$ cat src/rtl/serial_arith_pkg.sv
// Shared types and constants for the bit-serial arithmetic blocks.
// State encoding, width limit and counter sizing helper.
package serial_arith_pkg;

    typedef enum logic [1:0] {
        IDLE  = 2'd0,
        SHIFT = 2'd1,
        DONE  = 2'd2
    } state_t;

    localparam int WIDTH_MAX = 32;

    function automatic int cnt_width(input int w);
        return (w > 2) ? $clog2(w) : 1;
    endfunction

endpackage

$ cat src/rtl/fa_cell.sv
// Purely combinational 1-bit full adder.
// {c_out,sum} = a + b + c_in.
module fa_cell (
    input  logic a,
    input  logic b,
    input  logic c_in,
    output logic c_out,
    output logic sum
);

    assign {c_out, sum} = {1'b0, a} + {1'b0, b} + {1'b0, c_in};

endmodule

$ cat src/rtl/serial_adder.sv
// Bit-serial WIDTH-bit adder driving a single fa_cell, LSB first.
// One add per WIDTH+2 cycles; result registers hold until next completion.
module serial_adder
    import serial_arith_pkg::*;
#(
    parameter int WIDTH = 8
) (
    input  logic             clk,
    input  logic             rst_n,
    input  logic             start,
    input  logic [WIDTH-1:0] a_in,
    input  logic [WIDTH-1:0] b_in,
    input  logic             c_in,
    output logic             busy,
    output logic             done,
    output logic [WIDTH-1:0] sum_out,
    output logic             c_out
);

    localparam int CW = cnt_width(WIDTH);

    if (WIDTH < 2 || WIDTH > WIDTH_MAX) begin : g_bad_width
        $error("serial_adder: WIDTH out of range");
    end

    state_t           state;
    state_t           state_nx;
    logic [WIDTH-1:0] a_sh;
    logic [WIDTH-1:0] b_sh;
    logic [WIDTH-1:0] res_sh;
    logic [WIDTH-1:0] res_nx;
    logic             carry;
    logic [CW-1:0]    cnt;
    logic             cell_s;
    logic             cell_c;
    logic             accept;
    logic             shifting;
    logic             last;

    fa_cell u_fa (
        .a     (a_sh[0]),
        .b     (b_sh[0]),
        .c_in  (carry),
        .c_out (cell_c),
        .sum   (cell_s)
    );

    // New sum bit enters at the MSB so the LSB lands at bit 0 after WIDTH shifts
    assign res_nx = (res_sh >> 1) | (WIDTH'(cell_s) << (WIDTH - 1));

    always_comb begin
        state_nx = IDLE;
        accept   = 1'b0;
        shifting = 1'b0;
        last     = 1'b0;
        case (state)
            SHIFT: begin
                shifting = 1'b1;
                last     = (cnt == CW'(WIDTH - 1));
                state_nx = last ? DONE : SHIFT;
            end
            DONE: state_nx = IDLE;
            default: begin
                accept   = start;
                state_nx = start ? SHIFT : IDLE;
            end
        endcase
    end

    always_ff @(posedge clk or negedge rst_n) begin
        if (!rst_n) begin
            state   <= IDLE;
            a_sh    <= '0;
            b_sh    <= '0;
            res_sh  <= '0;
            carry   <= 1'b0;
            cnt     <= '0;
            sum_out <= '0;
            c_out   <= 1'b0;
        end else begin
            state <= state_nx;
            if (accept) begin
                a_sh  <= a_in;
                b_sh  <= b_in;
                carry <= c_in;
                cnt   <= '0;
            end else if (shifting) begin
                a_sh   <= a_sh >> 1;
                b_sh   <= b_sh >> 1;
                res_sh <= res_nx;
                carry  <= cell_c;
                // Hold on the final bit so the counter never wraps
                if (!last) begin
                    cnt <= cnt + CW'(1);
                end else begin
                    sum_out <= res_nx;
                    c_out   <= cell_c;
                end
            end
        end
    end

    assign busy = (state == SHIFT);
    assign done = (state == DONE);

endmodule

$ cat config.mk
export PLATFORM = sky130hd
export DESIGN_NAME = serial_adder
export DESIGN_NICKNAME = d
export VERILOG_FILES = /design/src/rtl/serial_arith_pkg.sv /design/src/rtl/fa_cell.sv /design/src/rtl/serial_adder.sv
export SDC_FILE = /design/constraint.sdc
export NUM_CORES = 1
export LEC_CHECK = 0
export BUFFER_PORTS_ARGS = -buffer_cell sky130_fd_sc_hd__buf_2
export CAP_MARGIN = 20
export CORE_MARGIN = 4
export CORE_UTILIZATION = 25
export CTS_CLUSTER_DIAMETER = 120
export DETAILED_ROUTE_END_ITERATION = 10
export PLACE_DENSITY = 0.47
export SLEW_MARGIN = 20
export SYNTH_ARGS = -nofsm -noshare
export SYNTH_HDL_FRONTEND = slang
export SYNTH_SLANG_ARGS = --single-unit
export TNS_END_PERCENT = 10
$ cat constraint.sdc
create_clock -name clk -period 4.9 [get_ports clk]
set_clock_uncertainty 0.2 [all_clocks]
set_input_delay 0.49 -clock clk [delete_from_list [all_inputs] [get_ports clk]]
set_output_delay 0.49 -clock clk [all_outputs]
set_load 0.02 [all_outputs]
==> flow_metrics.py, run 1 <==
metrics = {
    "power_and_ir_drop": {
        "vdd_ir_drop_max_mv": 0.171,
        "power_per_cell_area_nw_per_um2": 557,
        "p_leak_nw": 0.930,
        "report.power.total_mw": 1.09,
    },
    "yosys": {
        "post_synth_mux_area_share_pct": 19.5,
        "simple_gate_fraction_of_synth_area_pct": 8.50,
        "distinct_cell_type_count_of_the_synthesized_netlist": 25,
        "synth_warnings": 0,
        "synthesis.nets": 161,
        "combinational_family_with_the_most_area_after_synthesis": "multiplexers",
        "synthArstFlopShare_pct": 100,
        "synth_area_in_compound_gates_pct": 6.28,
        "synth_sequential_area_ratio_pct": 56.2,
        "postSynthRegisterBits": 38,
        "yosys.area_share.xor_xnor_pct": 0.517,
        "synthFlopType": "sky130_fd_sc_hd__dfrtp_1",
        "synth_adder_area_share_pct": 4.88,
        "post_synth_instance_area_um2": 1690,
        "synth_edf_count": 0,
        "post_synth_inst_count": 135,
        "post_synth.cell_area_avg_um2": 12.5,
    },
    "critical_path": {
        "timing.critical_path.arrival_ps": 1580,
        "endpoint_kind": "output port",
        "worstPathCellList": "inv_1 -> ha_2 -> buf_2",
        "critical-path-max-stage-delay_ps": 560,
        "worst_r2r_endpoint": "sum_out[7]",
        "worstSetupPathType": "register to output port",
        "rr_worst_depth": 4,
        "timing.critical_path.fanout_max": 22,
        "critPathRequiredTime_ps": 4210,
        "timing.critical_path.slowest_stage_cell": "sky130_fd_sc_hd__ha_2",
        "worst_r2r_startpoint": "state[1]",
        "worstSetupStartpointType": "register",
        "ff2ff_setup_slack_ps": 2960,
    },
    "floorplanning": {
        "placement_rows": 29,
        "core_area_um2": 6460,
        "dieArea_um2": 8150,
        "num_io_pins": 31,
        "initial_core_util_pct": 26.2,
        "die_height_um": 90.3,
        "die_width_um": 90.3,
    },
    "min_path": {
        "hold_class": "primary input to async pin",
    },
    "drt": {
        "detail_route.first_pass.iterations": 4,
        "num_vias": 1039,
        "detail_route.drc_violations": 0,
        "first_iter_violations": 53,
        "vias_per_cell": 4.28,
        "detail_route.wl_per_cell_um": 11.6,
        "antenna_violating_nets_post_route": 0,
        "finalWirelength_um": 2820,
    },
    "cts": {
        "ctsResizeCount": 0,
        "clock_tree_root_driver_cell": "sky130_fd_sc_hd__clkbuf_8",
        "cts.htree.levels": 2,
        "number_of_clock_sinks": 38,
        "inserted_clock_buffers": 5,
        "cts-root-to-sink-buffers": 2,
        "setup_bufs_post_cts": 0,
        "clkLatencyLatePin_ps": 270,
        "worst_setup_hold_path_clk_slew_ps": 70,
        "cts_tree": "yes",
        "cts_hold_repair.buffers": 0,
    },
    "global_routing": {
        "grt_antenna_before_repair": 0,
        "first_global_vias": 1085,
        "groute.usage.overall_pct": 7.45,
        "global_route_congestion_overflow_total": 0,
        "grt_pass1_wl_um": 4970,
        "pin_count_of_the_biggest_net_entering_global_routing": 39,
    },
    "placement": {
        "place.port_buffers": 30,
        "dp_worst_setup_slack_ps": 2500,
        "dp_hpwl_um": 2010,
        "instance_area_after_placement_um2": 1880,
        "finalWeightedCongestion": 0.649,
    },
    "status": {
        "result_of_the_run": "completed",
    },
    "sta": {
        "setup_repair_after_global_routing_missed_its_margin": "no",
        "tns_ps": 0,
        "period_share_pct": 46.2,
        "maxSlewHeadroom_pct": 44.9,
        "setup_violations": 0,
        "finalHoldViolations": 0,
        "report.final.slew_viol_count": 0,
        "fin_ws_ps": 2630,
        "worst_slew_pin_slew_ps": 827,
        "post-route-min-period_ps": 2270,
        "max_freq_mhz": 441,
    },
    "layout": {
        "fraction_of_final_layout_cells_sized_beyond_drive_strength_1_pct": 31.3,
        "insertedDiodeCount": 0,
        "area_used_by_multi_input_combinational_logic_um2": 674,
        "final_core_utilization_pct": 30.4,
        "most_frequent_cells_in_the_layout": "sky130_fd_sc_hd__dfrtp_1, sky130_fd_sc_hd__buf_2, sky130_fd_sc_hd__nand2_1",
        "fillerInstances": 678,
        "num-nets-final": 192,
        "area.sequential_um2": 951,
        "final_cell_area_um2": 1960,
        "layout.cells.most_common": "sky130_fd_sc_hd__dfrtp_1",
        "syn_to_final_growth_pct": 16.0,
    },
    "flow_run": {
        "timing.max_cap.violations": 0,
    },
}
==> kinds of logic after synthesis <==
| group | Yosys count |
|---|---|
| xor gates and xnor gates | 1 |
| muxes | 31 |
| buffers and inverters | 9 |
| and+or+nand+nor | 30 |
| DFF | 38 |
| AOI/OAI and AO/OA | 20 |
| adders and majority gates | 6 |
==> where the power goes <==
group          total (mW)  switching, mW  internal, mW
Combinational       0.394          0.199         0.195
Sequential          0.506         0.0687         0.437
Clock               0.193         0.0949        0.0978
==> flip-flops by register name, indices dropped and copies added, names as in the netlist <==
name,count
a_sh,8
b_sh,8
sum_out,8
res_sh,7
cnt,3
state,2
c_out,1
carry,1
==> critical path: cells and delay by family (launching register included) <==
family     cells  cell delay (ps)
fa+ha+maj      1              560
buf+inv        2              360
flops          1              380
==> per-layer routing <==
| layer | vias to the layer above | global-route usage (%) | wire (um) |
|---|---|---|---|
| li1 | 521 | - | - |
| met5 | - | 0 | 0 |
| met4 | 0 | 1.91 | 0 |
| met2 | 32 | 11.1 | 1190 |
| met3 | 0 | 3.00 | 201 |
| met1 | 486 | 10.1 | 1430 |
==> worst max-delay path by stage <==
stage / from / to / cells past startpoint / slack [ps]
2_1_floorplan: state[1] / a_sh[6] / 6 / 3190
3_3_place_gp: state[1] / c_out / 4 / 2540
3_5_place_dp: state[1] / sum_out[7] / 4 / 2500
4_1_cts: state[1] / busy / 3 / 2210
5_1_grt: state[1] / busy / 3 / 2490
6_report: state[1] / busy / 3 / 2630
==> per-stage QoR <==
step                      hold WS (ps)  instances
final                              112        243
after CTS                          149        243
after detailed placement           278        236
after floorplan                  -5.59        135
after global placement             272        236
after global routing               187        243
==> cell type report <==
cell class,count,area share [%]
Clock buffer,7,3.89
Inverter,2,0.382
Multi-Input combinational cell,88,34.4
Sequential cell,38,48.4
Tap cell,77,4.91
Timing Repair Buffer,31,8.03
==> cells in the mapped netlist, types with 2 or more instances <==
cell                       count  area share, %
sky130_fd_sc_hd__dfrtp_1      38             56
sky130_fd_sc_hd__nand2_1      22            4.9
sky130_fd_sc_hd__mux2i_1      15            8.9
sky130_fd_sc_hd__mux2_2       12            8.0
sky130_fd_sc_hd__o21ai_1      10            3.0
sky130_fd_sc_hd__o21ai_0       6            1.8
sky130_fd_sc_hd__ha_1          5            3.7
sky130_fd_sc_hd__mux2_1        4            2.7
sky130_fd_sc_hd__buf_4         3            1.3
sky130_fd_sc_hd__a21oi_1       2           0.59
sky130_fd_sc_hd__inv_1         2           0.44
sky130_fd_sc_hd__nand2b_1      2           0.74
sky130_fd_sc_hd__nor2_1        2           0.44
Power figures use the tool's default switching activity.
==> run 2: changes to the inputs <==
clock period = 2.3 ns   (was 4.9 ns; I/O delays follow)
==> flow_metrics.py, run 2 (synthesis gave the netlist of run 1 again) <==
metrics = {
    "status": {
        "result_of_the_run": "completed",
    },
    "global_routing": {
        "grt_antenna_before_repair": 0,
        "grt_pass1_wl_um": 5480,
        "groute.usage.overall_pct": 8.36,
        "pin_count_of_the_biggest_net_entering_global_routing": 39,
        "first_global_vias": 1154,
        "global_route_congestion_overflow_total": 0,
    },
    "power_and_ir_drop": {
        "net_switching_fraction_of_the_power_pct": 32.5,
        "internal_power_mw": 1.70,
        "vdd_ir_drop_max_mv": 0.408,
        "share_comb_of_total_power_pct": 36.1,
        "p_leak_nw": 1.04,
        "power_per_cell_area_nw_per_um2": 1140,
        "clock_power_share_pct": 20.8,
        "seqPwrFrac_pct": 43.0,
        "p_switching_mw": 0.819,
    },
    "critical_path": {
        "worstPathCellList": "inv_1 -> ha_1 -> nand3_4 -> mux2_1",
        "worstSetupPathType": "register to register",
        "timing.critical_path.slowest_stage_cell": "sky130_fd_sc_hd__dfrtp_1",
        "timing.critical_path.arrival_ps": 1690,
        "worstSetupStartpointType": "register",
        "critPathRequiredTime_ps": 2260,
        "timing.critical_path.fanout_max": 9,
        "critical-path-max-stage-delay_ps": 390,
        "endpoint_kind": "register",
    },
    "floorplanning": {
        "die_width_um": 90.3,
        "initial_core_util_pct": 26.2,
        "core_area_um2": 6460,
        "dieArea_um2": 8150,
        "die_height_um": 90.3,
        "placement_rows": 29,
        "num_io_pins": 31,
    },
    "sta": {
        "max_freq_mhz": 579,
        "tns_ps": 0,
        "setup_repair_after_global_routing_missed_its_margin": "no",
        "post-route-min-period_ps": 1730,
        "worst_slew_pin_slew_ps": 837,
        "maxSlewHeadroom_pct": 44.2,
        "hold_slack_ps": 189,
        "report.final.slew_viol_count": 0,
        "period_share_pct": 75.0,
        "setup_violations": 0,
        "finalHoldViolations": 0,
    },
    "cts": {
        "cts-root-to-sink-buffers": 2,
        "cts.htree.levels": 2,
        "cts_tree": "yes",
        "inserted_clock_buffers": 5,
        "worst_setup_hold_path_clk_slew_ps": 70,
        "clock_tree_root_driver_cell": "sky130_fd_sc_hd__clkbuf_8",
        "number_of_clock_sinks": 38,
        "clkLatencyLatePin_ps": 280,
    },
    "layout": {
        "layout_top_registers": "a_sh (8), b_sh (8), sum_out (8)",
        "layoutNonFillerInstCount": 264,
        "num-nets-final": 212,
        "final_cell_area_um2": 2200,
        "syn_to_final_growth_pct": 30.1,
        "insertedDiodeCount": 0,
        "fraction_of_final_layout_cells_sized_beyond_drive_strength_1_pct": 29.9,
        "layout.cells.most_common": "sky130_fd_sc_hd__dfrtp_1",
        "most_frequent_cells_in_the_layout": "sky130_fd_sc_hd__dfrtp_1, sky130_fd_sc_hd__buf_2, sky130_fd_sc_hd__nand2_1",
        "fillerInstances": 663,
    },
    "drt": {
        "num_vias": 1093,
        "first_iter_violations": 23,
        "detail_route.first_pass.iterations": 4,
        "vias_per_cell": 4.14,
        "antenna_violating_nets_post_route": 0,
        "finalWirelength_um": 3070,
        "detail_route.wl_per_cell_um": 11.6,
        "detail_route.drc_violations": 0,
    },
    "flow_run": {
        "timing.max_cap.violations": 0,
    },
    "placement": {
        "finalWeightedCongestion": 0.661,
        "placed_cells": 238,
        "place.port_buffers": 30,
        "instance_area_after_placement_um2": 1910,
    },
    "min_path": {
        "hold_class": "primary input to register",
    },
}
run 2: cell count changes in the layout (fill, tap and decap cells not counted):
cell	delta
sky130_fd_sc_hd__dlygate4sd3_1	+18
sky130_fd_sc_hd__clkbuf_8	+3
sky130_fd_sc_hd__clkbuf_1	-2
sky130_fd_sc_hd__buf_12	+1
sky130_fd_sc_hd__buf_4	+1
sky130_fd_sc_hd__ha_1	+1
sky130_fd_sc_hd__ha_2	-1
run 2: layout make-up:
type | instances | area [um2] | area share [%]
clock buffers | 8 | 110 | 5.00
inverters | 2 | 7.51 | 0.341
multi-input cells | 88 | 672 | 30.5
flip-flops and latches | 38 | 951 | 43.2
well taps | 77 | 96.3 | 4.38
repair buffers | 51 | 365 | 16.6
run 2: worst paths after layout:
| check | startpoint | endpoint | slack (ps) | cells after the start |
|---|---|---|---|---|
| setup / recovery | state[1] | sum_out[7] | 570 | 4 |
| hold / removal | start | cnt[1] | 190 | 3 |
| setup reg to reg | state[1] | sum_out[7] | 570 | 4 |
| hold reg to reg | sum_out[0] | sum_out[0] | 290 | 1 |
| max in group asynchronous | rst_n | a_sh[2] | 980 | 2 |
| min in group asynchronous | rst_n | sum_out[0] | 380 | 2 |
run 2: layer usage:
layer | track usage (%) | up-vias | part of all wire [%] | wire length [um]
met1 | 11.2 | 504 | 49 | 1510
met4 | 2.30 | 0 | 0 | 0
met2 | 12.5 | 30 | 44 | 1360
met5 | 0 | - | 0 | 0
li1 | - | 559 | - | -
met3 | 3.25 | 0 | 6.4 | 196
run 2: worst max-delay path, delay by kind of cell, from the launching register on:
kind | cells | cell delay, ps
simple gates | 1 | 210
buf+inv | 1 | 80
flops | 1 | 390
mux | 1 | 360
fa+ha+maj | 1 | 390
run 2: through the flow:
step           utilization [%]  setup WS [ps]  power, mW
3_5_place_dp              29.6            545       2.00
2_1_floorplan                -            594       1.81
5_1_grt                   34.1            412       2.72
3_3_place_gp              29.6            602       2.00
6_report                  34.1            574       2.52
4_1_cts                   34.1            532       2.56
run 2: what timing repair did:
item	in CTS	in global routing
setup buffers	0	0
hold buffers	18	0
resized for setup	0	0
endpoints found under the setup margin	0	0
hold endpoints to repair	55	0
run 2: power by group through the flow:
stage | Combinational (mW) | Clock (mW) | Sequential, mW
after floorplan | 0.723 | 0 | 1.09
after global placement | 0.901 | 0 | 1.10
after detailed placement | 0.905 | 0 | 1.10
after CTS | 0.928 | 0.549 | 1.09
after global routing | 1.03 | 0.572 | 1.12
final | 0.909 | 0.525 | 1.08
